===== config.mk =====
export PLATFORM = sky130hd
export DESIGN_NAME = branch_predictor_gshare
export DESIGN_NICKNAME = d
export VERILOG_FILES = /design/src/rtl/bp_pkg.sv /design/src/rtl/bp_counter_ram.sv /design/src/rtl/branch_predictor_gshare.sv
export SDC_FILE = /design/constraint.sdc
export NUM_CORES = 2
export LEC_CHECK = 0
export ABC_AREA = 1
export ABC_CLOCK_PERIOD_IN_PS = 49100
export CORE_MARGIN = 2
export CORE_UTILIZATION = 48
export CTS_BUF_LIST = sky130_fd_sc_hd__clkbuf_4 sky130_fd_sc_hd__clkbuf_8
export CTS_CLUSTER_SIZE = 20
export DETAILED_ROUTE_END_ITERATION = 10
export GPL_ROUTABILITY_DRIVEN = 0
export PLACE_DENSITY_LB_ADDON = 0.15
export SYNTH_ARGS = -nofsm -noshare
export SYNTH_HDL_FRONTEND = slang
export SYNTH_SLANG_ARGS = --single-unit

===== constraint.sdc =====
create_clock -name i_clk -period 49.1 [get_ports i_clk]
set_input_delay 14.73 -clock i_clk [delete_from_list [all_inputs] [get_ports i_clk]]
set_output_delay 14.73 -clock i_clk [all_outputs]
set_load 0.03 [all_outputs]

===== src/rtl/bp_pkg.sv =====
// Shared constants and helpers for the gshare/bimodal direction predictor.
package bp_pkg;

    localparam int MODE_BIMODAL = 0;
    localparam int MODE_GSHARE  = 1;

    // Saturating +/-1 on a counter of up to 4 bits; width selects the ceiling.
    function automatic logic [3:0] sat_update(input logic [3:0] ctr, input logic taken, input int width);
        logic [3:0] max_v;
        max_v = 4'((32'd1 << width) - 32'd1);
        if (taken)
            return (ctr == max_v) ? ctr : ctr + 4'd1;
        else
            return (ctr == 4'd0) ? ctr : ctr - 4'd1;
    endfunction

    // Table index: word-aligned PC bits, optionally folded with zero-extended history.
    function automatic logic [31:0] bp_index(input logic [31:0] pc, input logic [31:0] ghr,
                                             input int scale, input int mode);
        logic [31:0] mask;
        mask = (32'd1 << scale) - 32'd1;
        return ((pc >> 2) ^ ((mode == MODE_GSHARE) ? ghr : 32'd0)) & mask;
    endfunction

endpackage


===== src/rtl/bp_counter_ram.sv =====
// Counter table: one read port with registered, enable-held output and one write port.
// A read and write to the same address on one edge returns the written data.
module bp_counter_ram #(
    parameter int              ADDR_W  = 10,
    parameter int              DATA_W  = 2,
    parameter logic [DATA_W-1:0] RST_VAL = '0
) (
    input  logic              i_clk,
    input  logic              i_rst,
    input  logic              i_re,
    input  logic [ADDR_W-1:0] i_raddr,
    input  logic              i_we,
    input  logic [ADDR_W-1:0] i_waddr,
    input  logic [DATA_W-1:0] i_wdata,
    output logic [DATA_W-1:0] o_rdata
);

    logic [DATA_W-1:0] r_mem [0:(1<<ADDR_W)-1];
    logic [DATA_W-1:0] r_rdata;

    always_ff @(posedge i_clk) begin
        if (i_we)
            r_mem[i_waddr] <= i_wdata;
    end

    always_ff @(posedge i_clk or posedge i_rst) begin
        if (i_rst)
            r_rdata <= RST_VAL;
        else if (i_re)
            r_rdata <= (i_we && (i_waddr == i_raddr)) ? i_wdata : r_mem[i_raddr];
    end

    assign o_rdata = r_rdata;

endmodule


===== src/rtl/branch_predictor_gshare.sv =====
// Direction predictor: saturating-counter table indexed by PC or PC^GHR, with a
// speculative global history, mispredict recovery and a post-reset init sweep.
module branch_predictor_gshare
    import bp_pkg::*;
#(
    parameter int SCALE     = 10,
    parameter int CTR_WIDTH = 2,
    parameter int GHR_WIDTH = 8,
    parameter int MODE      = 1,
    parameter int INIT      = 1
) (
    input  logic                 i_clk,
    input  logic                 i_rst,
    output logic                 o_ready,
    input  logic                 i_bp_oe,
    input  logic [31:0]          i_bp_pc,
    output logic                 o_bp_taken,
    output logic [CTR_WIDTH-1:0] o_bp_data,
    output logic [GHR_WIDTH-1:0] o_bp_ghr,
    input  logic                 i_bp_shift,
    input  logic                 i_fb_we,
    input  logic [31:0]          i_fb_pc,
    input  logic                 i_fb_taken,
    input  logic [CTR_WIDTH-1:0] i_fb_data,
    input  logic [GHR_WIDTH-1:0] i_fb_ghr,
    input  logic                 i_fb_mispredict
);

    logic                 r_ready;
    logic [SCALE-1:0]     r_sweep_idx;
    logic [GHR_WIDTH-1:0] r_ghr;
    logic [GHR_WIDTH-1:0] r_bp_ghr;
    logic                 r_taken_valid;

    logic [31:0]          w_bp_idx_full;
    logic [31:0]          w_fb_idx_full;
    logic [3:0]           w_fb_next_full;
    logic [SCALE-1:0]     w_waddr;
    logic [CTR_WIDTH-1:0] w_wdata;
    logic [CTR_WIDTH-1:0] w_rdata;
    logic [GHR_WIDTH-1:0] w_fb_hist;
    logic [GHR_WIDTH-1:0] w_bp_hist;
    logic                 w_lookup;
    logic                 w_update;
    logic                 w_we;

    assign w_lookup = r_ready & i_bp_oe;
    assign w_update = r_ready & i_fb_we;

    assign w_bp_idx_full  = bp_index(i_bp_pc, 32'(r_ghr), SCALE, MODE);
    assign w_fb_idx_full  = bp_index(i_fb_pc, 32'(i_fb_ghr), SCALE, MODE);
    assign w_fb_next_full = sat_update(4'(i_fb_data), i_fb_taken, CTR_WIDTH);

    // The init sweep owns the write port until the table is ready.
    assign w_we    = ~r_ready | w_update;
    assign w_waddr = r_ready ? w_fb_idx_full[SCALE-1:0] : r_sweep_idx;
    assign w_wdata = r_ready ? w_fb_next_full[CTR_WIDTH-1:0] : CTR_WIDTH'(INIT);

    generate
        if (GHR_WIDTH == 1) begin : g_hist_one
            assign w_fb_hist = i_fb_taken;
            assign w_bp_hist = o_bp_taken;
        end else begin : g_hist_many
            assign w_fb_hist = {i_fb_ghr[GHR_WIDTH-2:0], i_fb_taken};
            assign w_bp_hist = {r_ghr[GHR_WIDTH-2:0], o_bp_taken};
        end
    endgenerate

    bp_counter_ram #(
        .ADDR_W  (SCALE),
        .DATA_W  (CTR_WIDTH),
        .RST_VAL (CTR_WIDTH'(INIT))
    ) u_ram (
        .i_clk   (i_clk),
        .i_rst   (i_rst),
        .i_re    (w_lookup),
        .i_raddr (w_bp_idx_full[SCALE-1:0]),
        .i_we    (w_we),
        .i_waddr (w_waddr),
        .i_wdata (w_wdata),
        .o_rdata (w_rdata)
    );

    always_ff @(posedge i_clk or posedge i_rst) begin
        if (i_rst) begin
            r_ready       <= 1'b0;
            r_sweep_idx   <= '0;
            r_ghr         <= '0;
            r_bp_ghr      <= '0;
            r_taken_valid <= 1'b0;
        end else begin
            if (!r_ready) begin
                r_sweep_idx <= r_sweep_idx + SCALE'(1);
                if (&r_sweep_idx)
                    r_ready <= 1'b1;
            end
            if (w_lookup) begin
                r_bp_ghr      <= r_ghr;
                r_taken_valid <= 1'b1;
            end
            // Recovery from a mispredict outranks the speculative shift.
            if (w_update && i_fb_mispredict)
                r_ghr <= w_fb_hist;
            else if (r_ready && i_bp_shift)
                r_ghr <= w_bp_hist;
        end
    end

    // bp_taken reads 0 until the first lookup, even if INIT has its MSB set.
    assign o_ready    = r_ready;
    assign o_bp_data  = w_rdata;
    assign o_bp_taken = r_taken_valid & w_rdata[CTR_WIDTH-1];
    assign o_bp_ghr   = r_bp_ghr;

endmodule


==> metrics.log <==
INFO  metric swShare = 22.5%
INFO  metric grt_pass1_vias = 61.1k
INFO  metric post-layout-total-power = 0.00354 W
INFO  metric vias = 62.0k
INFO  metric maxSlewViolCount = 0
INFO  metric comb_power_share = 4.7%
INFO  metric total_die_area = 188,000 um^2
INFO  metric setup_viol = 0
INFO  metric core_area = 183,000 um^2
INFO  metric timing.setup.critical_path_class = in2reg
INFO  metric drcViolationCount = 0
INFO  metric syn_nets = 8,236
INFO  metric ys_ff_latch = 2,078
INFO  metric clock_latency = 1.06 ns
INFO  metric area.growth.synth_to_final = 9.39%
INFO  metric ys_async_sr_fraction = 1.44%
INFO  metric antenna_found_initial = 15
INFO  metric min_period = 20.59 ns
INFO  metric rows = 157
INFO  metric worst-r2r-cell-count = 22
INFO  metric dr.first_iter.drc_count = 7,372
INFO  metric dominantRegCellSynth = sky130_fd_sc_hd__edfxtp_1
INFO  metric drtPass1Iterations = 6
INFO  metric synth_edf_count = 2,048
INFO  metric post_layout_nonfiller_instances = 10.7k
INFO  metric filler_cell_count = 16.5k
INFO  metric cts.hold.buffers_added = 0
INFO  metric final_nets = 8,105
INFO  metric worst_hold_path_type = reg2reg
INFO  metric floorplan.initialDensity = 48.3%
INFO  metric cts_num_sinks = 2,078
INFO  metric sequential_fraction_of_design_power = 54.3%
INFO  metric synth_area_per_cell = 10.9 um^2
INFO  metric status = finished, final reports clean
INFO  metric fp.dieW = 433 um
INFO  metric ys_warns = 0
INFO  metric groute.usage.overall = 26.8%
INFO  metric placedCellCount = 10.1k
INFO  metric power.leakage = 33.4 nW
INFO  metric layout-drive-gt1-share = 8.21%
INFO  metric fin_worst_skew = 0.0667 ns
INFO  metric final_util = 52.9%
INFO  metric clockPowerShare = 41.1%
INFO  metric grt_first_pass_wirelength = 373 mm
INFO  metric finalSetupTns = 0 ns
INFO  metric timing.critical_path.required = 50.10 ns
INFO  metric worstPathArrival = 21.59 ns
INFO  metric seq_area_frac_synth = 70.4%
INFO  metric ys_top_cells_by_count = sky130_fd_sc_hd__nand2_1 (2,162), sky130_fd_sc_hd__nand3_1 (2,072), sky130_fd_sc_hd__edfxtp_1 (2,048)
INFO  metric grt_start_max_net_pins = 227
INFO  metric max_freq = 48.6 MHz
INFO  metric slew_headroom = 13.6%
INFO  metric buffer_ports.inserted = 48
INFO  metric power.net_switching = 0.000795 W
INFO  metric maxCapViolations = 0
INFO  metric cts-buffers-inserted = 351
INFO  metric clock-root-buffer = sky130_fd_sc_hd__clkbuf_8
INFO  metric final_min_period_over_clock_period = 41.9%
INFO  metric cp-startpoint = i_bp_pc[2]
INFO  metric finalWirelength = 254 mm
INFO  metric antenna_left = 0
INFO  metric synth.most_common_cell = sky130_fd_sc_hd__nand2_1
INFO  metric power_per_cell_area = 36.5 nW/um^2
INFO  metric synth_cells = 8,154
INFO  metric vdd_ir_drop_max = 0.0306 mV
INFO  metric report.final.hold_viol_count = 0
INFO  metric routed_via_density = 5.78
INFO  metric power_report.internal_total = 0.00274 W
INFO  metric cts_tree = built
INFO  metric cts.htree.levels = 5
INFO  metric post_cts_resized = 0
INFO  metric critPathLaunchType = input pin
INFO  metric synth.distinct_cells = 32
INFO  metric synth_top_area_share = 69.5%
INFO  metric grt-ovfl-total = 0
INFO  metric die-height = 433 um
INFO  metric post-synth-top-area-cell = sky130_fd_sc_hd__edfxtp_1
INFO  metric num_io_pins = 93
INFO  metric tightestPinTransition = 1.29 ns
INFO  metric synth_area_leaders = sky130_fd_sc_hd__edfxtp_1 (70%), sky130_fd_sc_hd__nand3_1 (12%), sky130_fd_sc_hd__nand2_1 (9.2%), sky130_fd_sc_hd__nor2_1 (4.4%), sky130_fd_sc_hd__buf_2 (1.9%)
INFO  metric detailed_place_hpwl = 119 mm
INFO  metric hp-start = u_ram.o_rdata[0]$_DFFE_PP1P_
INFO  metric deepest_clock_path_buffer_count = 4
INFO  metric setup_repair_after_global_routing_missed_its_margin = false
INFO  metric critical_path.reg2reg.startpoint = r_ghr[0]$_DFFE_PP0P_
INFO  metric setup.worst_path.end_class = register
INFO  metric path_max_fanout = 165
INFO  metric buffer_count_from_post_cts_setup_fixing = 0
INFO  metric avgRoutedWirePerCell = 23.7 um
INFO  metric clkSlewWorstSetupHoldPaths = 0.06 ns
INFO  metric worstHoldPathCells = 2
INFO  metric netlist_area_before_placement = 88,500 um^2
[path summary, 6_finish.rpt]
check                      slack (ns)                            to
hold reg to reg                  0.48  u_ram.o_rdata[0]$_DFFE_PP1P_
setup reg to reg                42.21  u_ram.o_rdata[0]$_DFFE_PP1P_
hold / removal                   0.48  u_ram.o_rdata[0]$_DFFE_PP1P_
max in group asynchronous       34.73  u_ram.o_rdata[0]$_DFFE_PP1P_
setup / recovery                28.51  u_ram.o_rdata[0]$_DFFE_PP1P_
min in group asynchronous       14.05          r_ghr[0]$_DFFE_PP0P_
[per-layer routing]
layer	vias to the layer above	share of wire, %	GRT usage [%]
li1	28100	-	-
met1	30800	42	37.3
met2	2701	46	42.7
met3	483	8.8	4.41
met4	0	3.5	9.85
met5	-	0	0
[through the flow]
| stage | hold slack (ns) | setup slack, ns | instance area, um^2 |
|---|---|---|---|
| final | 0.477 | 28.51 | 96800 |
| after CTS | 0.479 | 28.68 | 96800 |
| after global placement | 0.457 | 27.61 | 90400 |
| after global routing | 0.503 | 28.14 | 96800 |
| after detailed placement | 0.463 | 27.53 | 90400 |
| after floorplan | 0.440 | 8.22 | 88500 |
[power groups by stage]
stage,combinational (W),sequential [W],clock (W)
final,0.000165,0.00192,0.00145
after global routing,0.000181,0.00192,0.00155
after CTS,0.000164,0.00192,0.00147
after detailed placement,0.000164,0.00196,0
after global placement,0.000161,0.00196,0
after floorplan,0.000115,0.00196,0
[critical path, stage by stage]
cell,delay (ns)
sky130_fd_sc_hd__clkdlybuf4s50_1,0.44
sky130_fd_sc_hd__inv_1,0.08
sky130_fd_sc_hd__nand2_1,0.05
sky130_fd_sc_hd__buf_4,0.26
sky130_fd_sc_hd__nand2_8,0.62
sky130_fd_sc_hd__buf_4,0.91
sky130_fd_sc_hd__buf_4,0.74
sky130_fd_sc_hd__buf_12,0.63
sky130_fd_sc_hd__buf_4,0.81
sky130_fd_sc_hd__nand2_1,0.11
sky130_fd_sc_hd__nand3_1,0.13
sky130_fd_sc_hd__nand3_1,0.09
sky130_fd_sc_hd__nand3_1,0.17
sky130_fd_sc_hd__nand3_1,0.11
sky130_fd_sc_hd__nand3_1,0.17
sky130_fd_sc_hd__nand3_1,0.15
sky130_fd_sc_hd__nand3_1,0.20
sky130_fd_sc_hd__nand3_1,0.28
sky130_fd_sc_hd__nand3_1,0.17
sky130_fd_sc_hd__nand2_1,0.18
sky130_fd_sc_hd__nand2_1,0.11
sky130_fd_sc_hd__nand2_1,0.08
sky130_fd_sc_hd__nand2_1,0.07
[area by class of cell]
class                   instances  area [um^2]  share of cell area (%)
well taps                    2464         3080                    3.19
clock inverters               102          467                   0.482
inverters                      74          293                   0.302
diodes                          3         7.51                 0.00776
flip-flops and latches       2078        62300                    64.3
repair buffers                154         1410                    1.46
multi-input cells            5364        23400                    24.1
clock buffers                 486         5910                    6.11
[layout by cell type, fill, tap and decap left out, types with 11 or more instances in the layout]
cell,count
sky130_fd_sc_hd__buf_12,11
sky130_fd_sc_hd__nor2_1,1032
sky130_fd_sc_hd__edfxtp_1,2048
sky130_fd_sc_hd__xor2_1,18
sky130_fd_sc_hd__o21ai_0,32
sky130_fd_sc_hd__clkbuf_8,362
sky130_fd_sc_hd__inv_1,62
sky130_fd_sc_hd__nand2_4,28
sky130_fd_sc_hd__clkdlybuf4s50_1,48
sky130_fd_sc_hd__clkinv_2,17
sky130_fd_sc_hd__clkinv_1,76
sky130_fd_sc_hd__buf_4,95
sky130_fd_sc_hd__nand2_1,2132
sky130_fd_sc_hd__dfrtp_1,29
sky130_fd_sc_hd__clkbuf_4,124
sky130_fd_sc_hd__nand3_1,2072
[state kept, by name (all words and copies together) (netlist names)]
name	count
r_ghr	8
o_bp_ghr	8
u_ram.o_rdata	2
u_ram.r_mem	2048
r_taken_valid	1
o_ready	1
r_sweep_idx	10
[logic make-up after synthesis]
logic type / Yosys count / synth area share, %
adder cells (fa/ha/maj): 1 / 0.0141
buffers and inverters: 712 / 3.60
AND/OR/NAND/NOR: 5288 / 25.4
AO/OA/AOI/OAI: 42 / 0.253
flip-flops: 2078 / 70.4
XOR/XNOR: 33 / 0.356
(Power assumes the default switching activity.)
